File: src/rtl/logicnet_pkg.sv
// Shared definitions for the LogicNet layer-0 front end: code width, default frame geometry
// and the frame-collection state encoding.
package logicnet_pkg;

    localparam int CODE_W           = 2;
    localparam int NUM_THRESH       = 3;
    localparam int NUM_FEATURES_DEF = 32;
    localparam int IN_W_DEF         = 16;

    typedef enum logic [1:0] {
        COLLECT = 2'd0,
        DRAIN   = 2'd1,
        STALL   = 2'd2
    } qstate_e;

endpackage

File: src/rtl/feature_quantizer.sv
// Maps one signed raw feature onto a 2-bit code using three ascending signed thresholds.
module feature_quantizer
    import logicnet_pkg::*;
#(
    parameter int IN_W = IN_W_DEF
) (
    input  logic signed [IN_W-1:0]   x,
    input  logic signed [IN_W-1:0]   thr0,
    input  logic signed [IN_W-1:0]   thr1,
    input  logic signed [IN_W-1:0]   thr2,
    output logic        [CODE_W-1:0] code
);

    // Priority compare: the first threshold the value falls below picks the code.
    always_comb begin
        if (x < thr0) begin
            code = 2'd0;
        end else if (x < thr1) begin
            code = 2'd1;
        end else if (x < thr2) begin
            code = 2'd2;
        end else begin
            code = 2'd3;
        end
    end

endmodule

File: src/rtl/layer0_input_quantizer.sv
// Streams raw features in, quantizes each against its own thresholds, and hands complete
// frames to the layer-0 fan-out through a collect register backed by an output register.
module layer0_input_quantizer
    import logicnet_pkg::*;
#(
    parameter int                                NUM_FEATURES = NUM_FEATURES_DEF,
    parameter int                                IN_W         = IN_W_DEF,
    parameter logic [NUM_FEATURES*3*IN_W-1:0]    THRESH       = '0
) (
    input  logic                             clk,
    input  logic                             rst_n,
    input  logic                             in_valid,
    output logic                             in_ready,
    input  logic [IN_W-1:0]                  in_data,
    input  logic                             in_last,
    output logic                             out_valid,
    input  logic                             out_ready,
    output logic [NUM_FEATURES*CODE_W-1:0]   out_data,
    output logic                             frame_err
);

    localparam int                 CNT_W    = (NUM_FEATURES > 1) ? $clog2(NUM_FEATURES) : 1;
    localparam int                 FRAME_W  = NUM_FEATURES * CODE_W;
    localparam logic [CNT_W-1:0]   LAST_IDX = CNT_W'(NUM_FEATURES - 1);

    qstate_e                  state_q, state_d;
    logic [CNT_W-1:0]         cnt_q, cnt_d;
    logic [FRAME_W-1:0]       collect_q, collect_d;
    logic [FRAME_W-1:0]       out_data_q, out_data_d;
    logic                     out_valid_q, out_valid_d;
    logic                     frame_err_q, frame_err_d;

    logic [CODE_W-1:0]        code_s;
    logic [FRAME_W-1:0]       frame_s;
    logic                     accept_s;
    logic                     out_free_s;
    logic signed [IN_W-1:0]   thr_tab_s [NUM_FEATURES][NUM_THRESH];

    for (genvar f = 0; f < NUM_FEATURES; f++) begin : g_feat
        for (genvar k = 0; k < NUM_THRESH; k++) begin : g_thr
            assign thr_tab_s[f][k] = THRESH[(f*NUM_THRESH+k)*IN_W +: IN_W];
        end
    end

    // The single quantizer is time-shared; its thresholds follow the feature counter.
    feature_quantizer #(
        .IN_W (IN_W)
    ) u_quant (
        .x    (in_data),
        .thr0 (thr_tab_s[cnt_q][0]),
        .thr1 (thr_tab_s[cnt_q][1]),
        .thr2 (thr_tab_s[cnt_q][2]),
        .code (code_s)
    );

    assign in_ready   = (state_q != STALL);
    assign accept_s   = in_valid && in_ready;
    assign out_free_s = !out_valid_q || out_ready;

    // Collect register with the current beat's code merged into its slot.
    always_comb begin
        frame_s = collect_q;
        for (int f = 0; f < NUM_FEATURES; f++) begin
            if (cnt_q == CNT_W'(f)) begin
                frame_s[f*CODE_W +: CODE_W] = code_s;
            end else begin
                frame_s[f*CODE_W +: CODE_W] = collect_q[f*CODE_W +: CODE_W];
            end
        end
    end

    // Next-state logic for the frame FSM, collect register and output register.
    always_comb begin
        state_d     = state_q;
        cnt_d       = cnt_q;
        collect_d   = collect_q;
        out_data_d  = out_data_q;
        frame_err_d = 1'b0;
        if (out_valid_q && out_ready) begin
            out_valid_d = 1'b0;
        end else begin
            out_valid_d = out_valid_q;
        end

        case (state_q)
            COLLECT: begin
                if (accept_s) begin
                    if (cnt_q == LAST_IDX) begin
                        cnt_d     = '0;
                        collect_d = '0;
                        if (!in_last) begin
                            frame_err_d = 1'b1;
                            state_d     = DRAIN;
                        end else if (out_free_s) begin
                            // Complete frame bypasses the collect register straight to the output.
                            out_valid_d = 1'b1;
                            out_data_d  = frame_s;
                        end else begin
                            collect_d = frame_s;
                            state_d   = STALL;
                        end
                    end else if (in_last) begin
                        frame_err_d = 1'b1;
                        cnt_d       = '0;
                        collect_d   = '0;
                    end else begin
                        collect_d = frame_s;
                        cnt_d     = cnt_q + CNT_W'(1);
                    end
                end else begin
                    state_d = COLLECT;
                end
            end
            DRAIN: begin
                if (accept_s && in_last) begin
                    state_d = COLLECT;
                end else begin
                    state_d = DRAIN;
                end
            end
            STALL: begin
                // Output is necessarily occupied here, so out_ready means it empties this cycle.
                if (out_ready) begin
                    out_valid_d = 1'b1;
                    out_data_d  = collect_q;
                    collect_d   = '0;
                    state_d     = COLLECT;
                end else begin
                    state_d = STALL;
                end
            end
            default: begin
                state_d   = COLLECT;
                cnt_d     = '0;
                collect_d = '0;
            end
        endcase
    end

    // State and datapath registers.
    always_ff @(posedge clk or negedge rst_n) begin
        if (!rst_n) begin
            state_q     <= COLLECT;
            cnt_q       <= '0;
            collect_q   <= '0;
            out_data_q  <= '0;
            out_valid_q <= 1'b0;
            frame_err_q <= 1'b0;
        end else begin
            state_q     <= state_d;
            cnt_q       <= cnt_d;
            collect_q   <= collect_d;
            out_data_q  <= out_data_d;
            out_valid_q <= out_valid_d;
            frame_err_q <= frame_err_d;
        end
    end

    assign out_valid = out_valid_q;
    assign out_data  = out_data_q;
    assign frame_err = frame_err_q;

endmodule

File: config.mk
export PLATFORM = sky130hd
export DESIGN_NAME = layer0_input_quantizer
export DESIGN_NICKNAME = d
export VERILOG_FILES = /design/src/rtl/logicnet_pkg.sv /design/src/rtl/feature_quantizer.sv /design/src/rtl/layer0_input_quantizer.sv
export SDC_FILE = /design/constraint.sdc
export NUM_CORES = 1
export LEC_CHECK = 0
export ABC_AREA = 1
export ABC_CLOCK_PERIOD_IN_PS = 3450
export CORE_ASPECT_RATIO = 1.4
export CORE_UTILIZATION = 45
export CTS_CLUSTER_DIAMETER = 50
export DETAILED_ROUTE_END_ITERATION = 12
export PLACE_DENSITY_LB_ADDON = 0.15
export SYNTH_ARGS = -nofsm -noshare
export SYNTH_HDL_FRONTEND = slang
export SYNTH_SLANG_ARGS = --single-unit
export TNS_END_PERCENT = 30
File: constraint.sdc
create_clock -name clk -period 3.45 [get_ports clk]
set_clock_uncertainty 0.1 [all_clocks]
set_input_delay 0.69 -clock clk [delete_from_list [all_inputs] [get_ports clk]]
set_output_delay 0.69 -clock clk [all_outputs]
set_load 0.1 [all_outputs]
Word level (Yosys, flattened, before mapping)
Memories as Yosys holds them, arrays and structs flattened. Cells that the tools add are included.

Add/sub/neg operators: 1. Order comparisons: 4. Equal/unequal tests: 41. Mux-type cells: 73. Bitwise logic cells: 3. Reduce and logical (&&, ||, !) cells: 13.

Operator list (count): 64-bit two-way mux (11); 64-bit case mux with 3 select lines (1); 64-bit case mux with 2 select lines (1); 48-bit two-way mux (2); 5-bit equality test (second input constant) (16); 2-bit two-way mux (39); 16-bit < comparator (3); 5-bit by 4-bit equality test with 1-bit output (second input constant) (8); 5-bit by 3-bit equality test with 1-bit output (second input constant) (4); 5-bit two-way mux (3); 1-bit two-way mux (13); 2-bit inequality test (second input constant) (6); 5-bit by 2-bit equality test with 1-bit output (second input constant) (2); 5-bit case mux with 2 select lines (1); 6-bit >= comparator (second input constant) (1); 5-bit NOT with 6-bit output (1); 2-bit case mux with 3 select lines (1); 6-bit AND reduction (1); 5-bit by 1-bit adder with 5-bit output (second input constant) (1); 5-bit by 1-bit equality test with 1-bit output (second input constant) (1); 5-bit zero test (1); 4-bit inequality test (second input constant) (1); 2-bit AND reduction (2); 1-bit logical AND (3); 11 further kinds (12).

Register bits: 137. ROM bits: 1536. Input port bits: 21. Output and inout bits: 67. Word-level logic and storage cells: 142. Memories: 1.

Memories: (name not given) (depth 32, bits a word 48, read ports 1, clocked after Yosys merged registers in 0, write ports 0, RTL line layer0_input_quantizer.sv:52) `.thr2 (thr_tab_s[cnt_q][2]),`.

Logic depth before layout (Yosys ltp)
Depth in word-level cells: 14. Depth in mapped cells: 13. Gate-level depth less buffers: 11.

Hierarchy
A second synthesis with hierarchy kept.

Cell total of the unflattened synthesis: 1259. Area total of the unflattened synthesis: 8849.7 um^2.

By module, submodules not included: layer0_input_quantizer (times used 1, cells an instance 1048, area each 7577.3 um^2, seq. area each 3428.3 um^2); feature_quantizer (times used 1, cells an instance 211, area each 1272.5 um^2, seq. area each 0.0 um^2).

Worst setup path after synthesis
Ideal clock, no wire load.

Path kind: reg2out. From: register state_q[0]. To: output port in_ready. Arrival time: 1.910 ns. Data required time: 2.660 ns. Setup slack: 0.750 ns. Cell stages (with the launch flop): 6. Path through: dfrtp_1 -> inv_1 -> ha_1 -> inv_2 -> buf_2 -> buf_1.

Longest elaborated chain between the ends: 1.

RTL lines: from (decl) (RTL line layer0_input_quantizer.sv:26) `qstate_e state_q, state_d;`; from (signal assigned) (RTL line layer0_input_quantizer.sv:150) `state_q <= state_d;`; 2-bit inequality test (RTL line layer0_input_quantizer.sv:56) `assign in_ready = (state_q != STALL);`; to (decl) (RTL line layer0_input_quantizer.sv:13) `output logic in_ready,`.

Every way passes these cells.

Final worst setup path
Same ends and word-level chain as after synthesis.

==> results.tsv <==
metric	value	unit
grt total ovfl	0	
post-synthesis compound-gate area fraction	1.408	%
capturing point of the worst reg2reg path	collect_q[27]	
Max-Cap Viols	0	
Slew Limit Fails	0	
Critical Path Max Stage Delay	410	ps
Clock Path Buffers	2	
pin count of the biggest net entering global routing	65	
CP required	2660	ps
H-tree depth	4	
VDD IR-drop max	677.7	uV
final worst setup slack	872.0	ps
vias in the first global route	6530	
critical path's top delay family	buffers and inverters	
switch share	53.28	%
Critical Path Source	state_q[0]	
layout cell share with drive strength beyond 1	10.23	%
Max Freq	387.9	MHz
P&R area growth vs syn	14.80	%
status	finished clean	
CP max FO	11	
core area	16890	um^2
Synth Area in Simple Gates	41.06	%
post-synthesis xor/xnor area fraction	0.1120	%
Warnings, synthesis	0	
post-route ant nets	0	
Clock Tree Root	clkbuf_16	
Routability Congestion	0.8076	
vias post-DR	6958	
Setup Crit Path Kind	flip-flop to output port	
Post-Synth Adder-Cell Area	1.759	%
hold_ws	143.3	ps
Die Y	158	um
Logic pwr share	53.2	%
DR pass1 iterations	5	
Netlist Area Pre-Place	7823	um^2
hold-fix buffers at CTS	0	
Final Net Count	1243	
Seq/Total Area, Yosys	43.83	%
DP HPWL	11.42	mm
Hold Path Class	input pin to asynchronous set/reset pin	
setup TNS	0	ps
Critical Path AT	1790	ps
flop-to-flop setup slack	930	ps
RSZ-0062 raised after global routing	no	
port bufs	72	
cells on worst reg2reg path	9	
CP bufs+invs	3	
Max-slew headroom	46.42	%
P_sw	4.383	mW
row count	56	
mux cell area share after synthesis	0	%
first-pass GRT wire length	31.26	mm
final worst path period need	2578	ps
PwrDens	916.1	nW/um^2
initial core utilization	46.32	%
highest routing layer actually used	met4	
CP max stage cell	ha_1	
Yosys reg bits	137	
total track usage	22.02	%
reg2reg start	state_q[0]	
# diodes	0	
Gate Count Post-Synth	1171	
WL per Instance	12.68	um
Setup Fix Bufs, Post-CTS	0	
largest family of logic cells by synthesized area	simple AND/OR/NAND/NOR gates	
DR vias/cell	4.785	
met3 routed WL	516	um
clock share of power	21.3	%
total routed wirelength	18.43	mm
Internal Power	3.844	mW
period utilisation layout	74.72	%
Die W	113.4	um
sequential share of power	25.5	%
syn nets	1203	
post_cts resized	0	
Final Hold Fails	0	
Clock Sinks	137	
CTS buffer count	17	
number of distinct library cells after synthesis	26	
Clock Latency Late Sink	410	ps
CTS tree	yes	
die area	17920	um^2
Metal-1 WL	8.421	mm
CP Capture Type	output port	
# setup viols final	0	
metal2 WL	9.277	mm
Clk pin slew, worst setup/hold paths	50	ps
num ports	88	
CP Cell Sequence	inv_1, ha_1, clkinv_2, buf_4	
Worst Tran Pin Value	803.7	ps
syn_area_per_cell	6.680	um^2
Worst setup SP type	flip-flop	
initial antenna violation count	0	
Iter 0 DRT Violations	378	
leak pwr	5.848	nW
pre-CTS WS	929.6	ps
DR DRC count	0	
-- cell usage in the layout (no fill, tap or decap), types with 3 or more instances in the layout --
master             n
buf_4             83
clkbuf_1           3
clkbuf_16         17
clkdlybuf4s50_1    4
clkinv_2           4
clkinvlp_4         3
dfrtp_1          137
ha_1              11
inv_1            136
inv_2              3
nand2_1          594
nand3_1           29
nand4_1           35
nor2_1            64
nor2_4             3
nor3_1            61
o21ai_0           15
-- layout make-up --
class | count | area (um^2)
fill | 1706 | 7906
multi-input combinational | 824 | 3468
clock inverter | 8 | 97.59
inverter | 142 | 536.8
tap | 232 | 290.3
timing repair buffer | 89 | 694.4
clock buffer | 22 | 464.2
sequential | 137 | 3428
-- state kept, by name, summed over array words and instances (netlist names) --
signal / flops
out_valid: 1
cnt_q: 5
frame_err: 1
out_data: 64
state_q: 2
collect_q: 64
-- worst max path at each step --
stage | depth (start not counted) | endpoint
2_1_floorplan | 5 | in_ready
3_3_place_gp | 7 | collect_q[36]
3_5_place_dp | 7 | collect_q[27]
4_1_cts | 4 | in_ready
5_1_grt | 9 | collect_q[14]
6_report | 4 | in_ready
-- cell usage after synthesis, drive strengths merged --
cell type | instances | area (um^2)
buf | 50 | 322.8
inv | 141 | 531.8
ha | 11 | 137.6
xor2 | 1 | 8.760
clkinv | 1 | 3.750
nor2 | 69 | 286.5
o21ai | 16 | 80.07
dfrtp | 137 | 3428
o22ai | 2 | 12.51
nand2 | 595 | 2236
nand4 | 35 | 219.0
nand3 | 31 | 165.2
nor3 | 61 | 305.3
clkbuf | 18 | 67.56
a21oi | 2 | 10.01
o211ai | 1 | 7.510
-- through the flow --
stage	cells	power [mW]	instance area (um^2)	util (%)
2_1_floorplan	1171	5.640	7823	-
3_3_place_gp	1424	6.511	8418	49.85
3_5_place_dp	1424	6.517	8418	49.85
4_1_cts	1454	8.304	8980	53.18
5_1_grt	1454	8.673	8980	53.18
6_report	1454	8.227	8980	53.18
-- power groups by stage --
stage	clock network, mW	registers (mW)	logic, mW
detailed placement	0	2.12	4.39
CTS	1.80	2.10	4.40
floorplan	0	4.11	1.53
finish	1.75	2.10	4.38
global placement	0	2.12	4.39
global route	1.86	2.14	4.67
-- metal layers --
| layer | global-route usage, % | vias to the layer above |
|---|---|---|
| met5 | 0 | - |
| met4 | 6.767 | 0 |
| met3 | 3.178 | 19 |
| met2 | 40.78 | 96 |
| met1 | 26.18 | 3232 |
| li1 | - | 3611 |
-- kinds of logic after synthesis --
group                      count (synthesis)
xor gates and xnor gates                   1
buffers and inverters                    210
AOI/OAI and AO/OA                         21
adders and majority gates                 11
and+or+nand+nor                          791
DFF                                      137
Power figures use the tool's default switching activity.
==> patch, RTL diff (same settings) <==
Remove the register `frame_err_q`: a continuous assignment takes its place, so the output `frame_err` follows one clock earlier.
--- a/src/rtl/layer0_input_quantizer.sv
+++ b/src/rtl/layer0_input_quantizer.sv
@@ -145,16 +145,16 @@
             collect_q   <= '0;
             out_data_q  <= '0;
             out_valid_q <= 1'b0;
-            frame_err_q <= 1'b0;
         end else begin
             state_q     <= state_d;
             cnt_q       <= cnt_d;
             collect_q   <= collect_d;
             out_data_q  <= out_data_d;
             out_valid_q <= out_valid_d;
-            frame_err_q <= frame_err_d;
         end
     end
+
+    assign frame_err_q = frame_err_d;
 
     assign out_valid = out_valid_q;
     assign out_data  = out_data_q;
Formal check against the unedited RTL: not equivalent (a bounded check fails within 4 cycles, from zero or initial values and one cycle with rst_n low).
==> patch against the unedited design <==
- area after synthesis is 0.32% lower
- final area is 0.36% higher
- total power is 0.92% higher
- fmax is 16% lower
- sequential cell count is 1 lower
- non-clock buffer count is 2 lower
- wire length is 1.9% higher
- via count is 0.26% higher
- highest routed layer unchanged
- count of clock-buffer cells in the layout is 1 lower
- worst setup slack worse by 0.50 ns
==> patch: results (changes against the unedited design) <==
Initial antenna violation count = 0 (unchanged)
Cts bufs inserted = 17 (unchanged)
DRT Pass-1 Iters = 5 (unchanged)
Final-layout fill cell count = 1706 (unchanged)
R2R setup slack = 0.86 ns (-0.07 ns)
Synth top area cells = dfrtp_1 44%, nand2_1 29%, inv_1 6.5%
Worst hold-check path type = in -> async
Total track usage = 22.5% (+0.45 points)
Post-CTS Setup Inserts = 0 (unchanged)
Max stage delay cell, worst path = dfrtp_1
Clock slew at reported path FFs = 0.06 ns
Origin of the critical flop-to-flop path = cnt_q[3]
Vias = 6976 (+0.26%)
WL/cell = 12.9 µm (+1.9%)
Drt initial violations = 307 (-19%)
Largest net degree at the start of global routing = 123 (+89%)
Outcome = completed
Switching Share = 53.4% (+0.14 points)
Post-DP HPWL = 11400 µm (-0.17%)
Critical path fanouts, max = 10 (-1)
Number of global-route vias before repair = 6577 (+0.72%)
Diodes inserted = 0 (unchanged)
Crit path max-delay family = simple AND/OR/NAND/NOR gates
End of the worst register-to-register path = collect_q[54]
Final #Nets = 1240 (-0.24%)
IR drop worst, VDD = 0.584 mV (-14%)
Worst skew pair latency = 0.41 ns (about the same)
I/O Buffers = 72 (unchanged)
Top cells by count, synth = 594 x nand2_1, 136 x dfrtp_1, 136 x inv_1
Post-CTS Hold Fix Bufs = 0 (unchanged)
Post-cts resize count = 0 (unchanged)
First-pass GRT wire length = 31800 µm (+1.7%)
Layout cells sized above 1 = 10.3% (+0.090 points)
Register area share after synthesis = 43.6% (-0.18 points)
Worst path max stage delay = 0.59 ns (+0.18 ns)
Slew @ Worst Pin = 0.809 ns (+0.00541 ns)
Crit path DAT = 2.28 ns (+0.49 ns)
Distinct cell type count after synthesis = 26 (unchanged)
Async set or reset register ratio after synthesis = 100% (unchanged)
Yosys warning count = 0 (unchanged)
Pleak = 5.85 nW (+0.12%)
CTS HTree Levels = 4 (unchanged)
Post-synth EDFFs = 0 (unchanged)
Synth Flop Type = dfrtp_1
Clock buffer depth = 2 (unchanged)
Reg2Reg Depth = 10 (+1)
Gpl congestion = 0.799 (-1.1%)
Clock root cell = clkbuf_16
## patch: layout make-up
class / count / area share (%)
clock inverters: 11 / 1.37
inverters: 142 / 5.96
well taps: 232 / 3.22
clock buffers: 21 / 5.11
repair buffers: 87 / 8.09
multi-input cells: 824 / 38.5
flip-flops and latches: 136 / 37.8
## patch: worst max-delay path by stage
stage          slack (ns)      from   endpoint  depth (start not counted)
6_report             0.38  cnt_q[3]  frame_err                          8
5_1_grt              0.18  cnt_q[3]  frame_err                          8
4_1_cts              0.35  cnt_q[3]  frame_err                          8
3_5_place_dp         0.76   in_last  frame_err                          6
3_3_place_gp         0.76   in_last  frame_err                          6
2_1_floorplan        0.07  cnt_q[0]  frame_err                          9
## patch: routing by layer
layer	routed length, µm	GRT usage (%)
met1	8730	28.0
met2	9290	40.1
met3	455	3.10
met4	299	7.14
met5	0	0
## patch: logic make-up after synthesis
group	Yosys count	synth area share [%]
buffers and inverters	210	11.9
adder cells (fa/ha/maj)	11	1.77
XOR/XNOR	1	0.112
flip-flops	136	43.6
AND/OR/NAND/NOR	791	41.2
AO/OA/AOI/OAI	21	1.41
## patch: power groups by stage
stage,clock network [mW],registers (mW),logic [mW]
global placement,0,2.11,4.43
global route,1.91,2.12,4.71
floorplan,0,4.07,1.55
detailed placement,0,2.10,4.45
CTS,1.84,2.08,4.45
finish,1.80,2.08,4.43
## patch: worst register-to-register path, delay by kind of cell, from the launching register on
family | cells | cell delay (ns)
adder cells (fa/ha/maj) | 1 | 0.33
AO/OA/AOI/OAI | 1 | 0.14
AND/OR/NAND/NOR | 7 | 1.11
flip-flops | 1 | 0.59
buffers and inverters | 1 | 0.26
## patch: per-stage QoR
step | instances | area (µm²) | power (mW) | setup slack [ns] | hold slack [ns]
after floorplan | 1170 | 7800 | 5.63 | 0.0682 | 0.294
after global placement | 1421 | 8430 | 6.53 | 0.762 | 0.356
after detailed placement | 1421 | 8430 | 6.56 | 0.760 | 0.366
after CTS | 1453 | 9010 | 8.37 | 0.349 | 0.205
after global routing | 1453 | 9010 | 8.74 | 0.180 | 0.226
final | 1453 | 9010 | 8.30 | 0.375 | 0.171
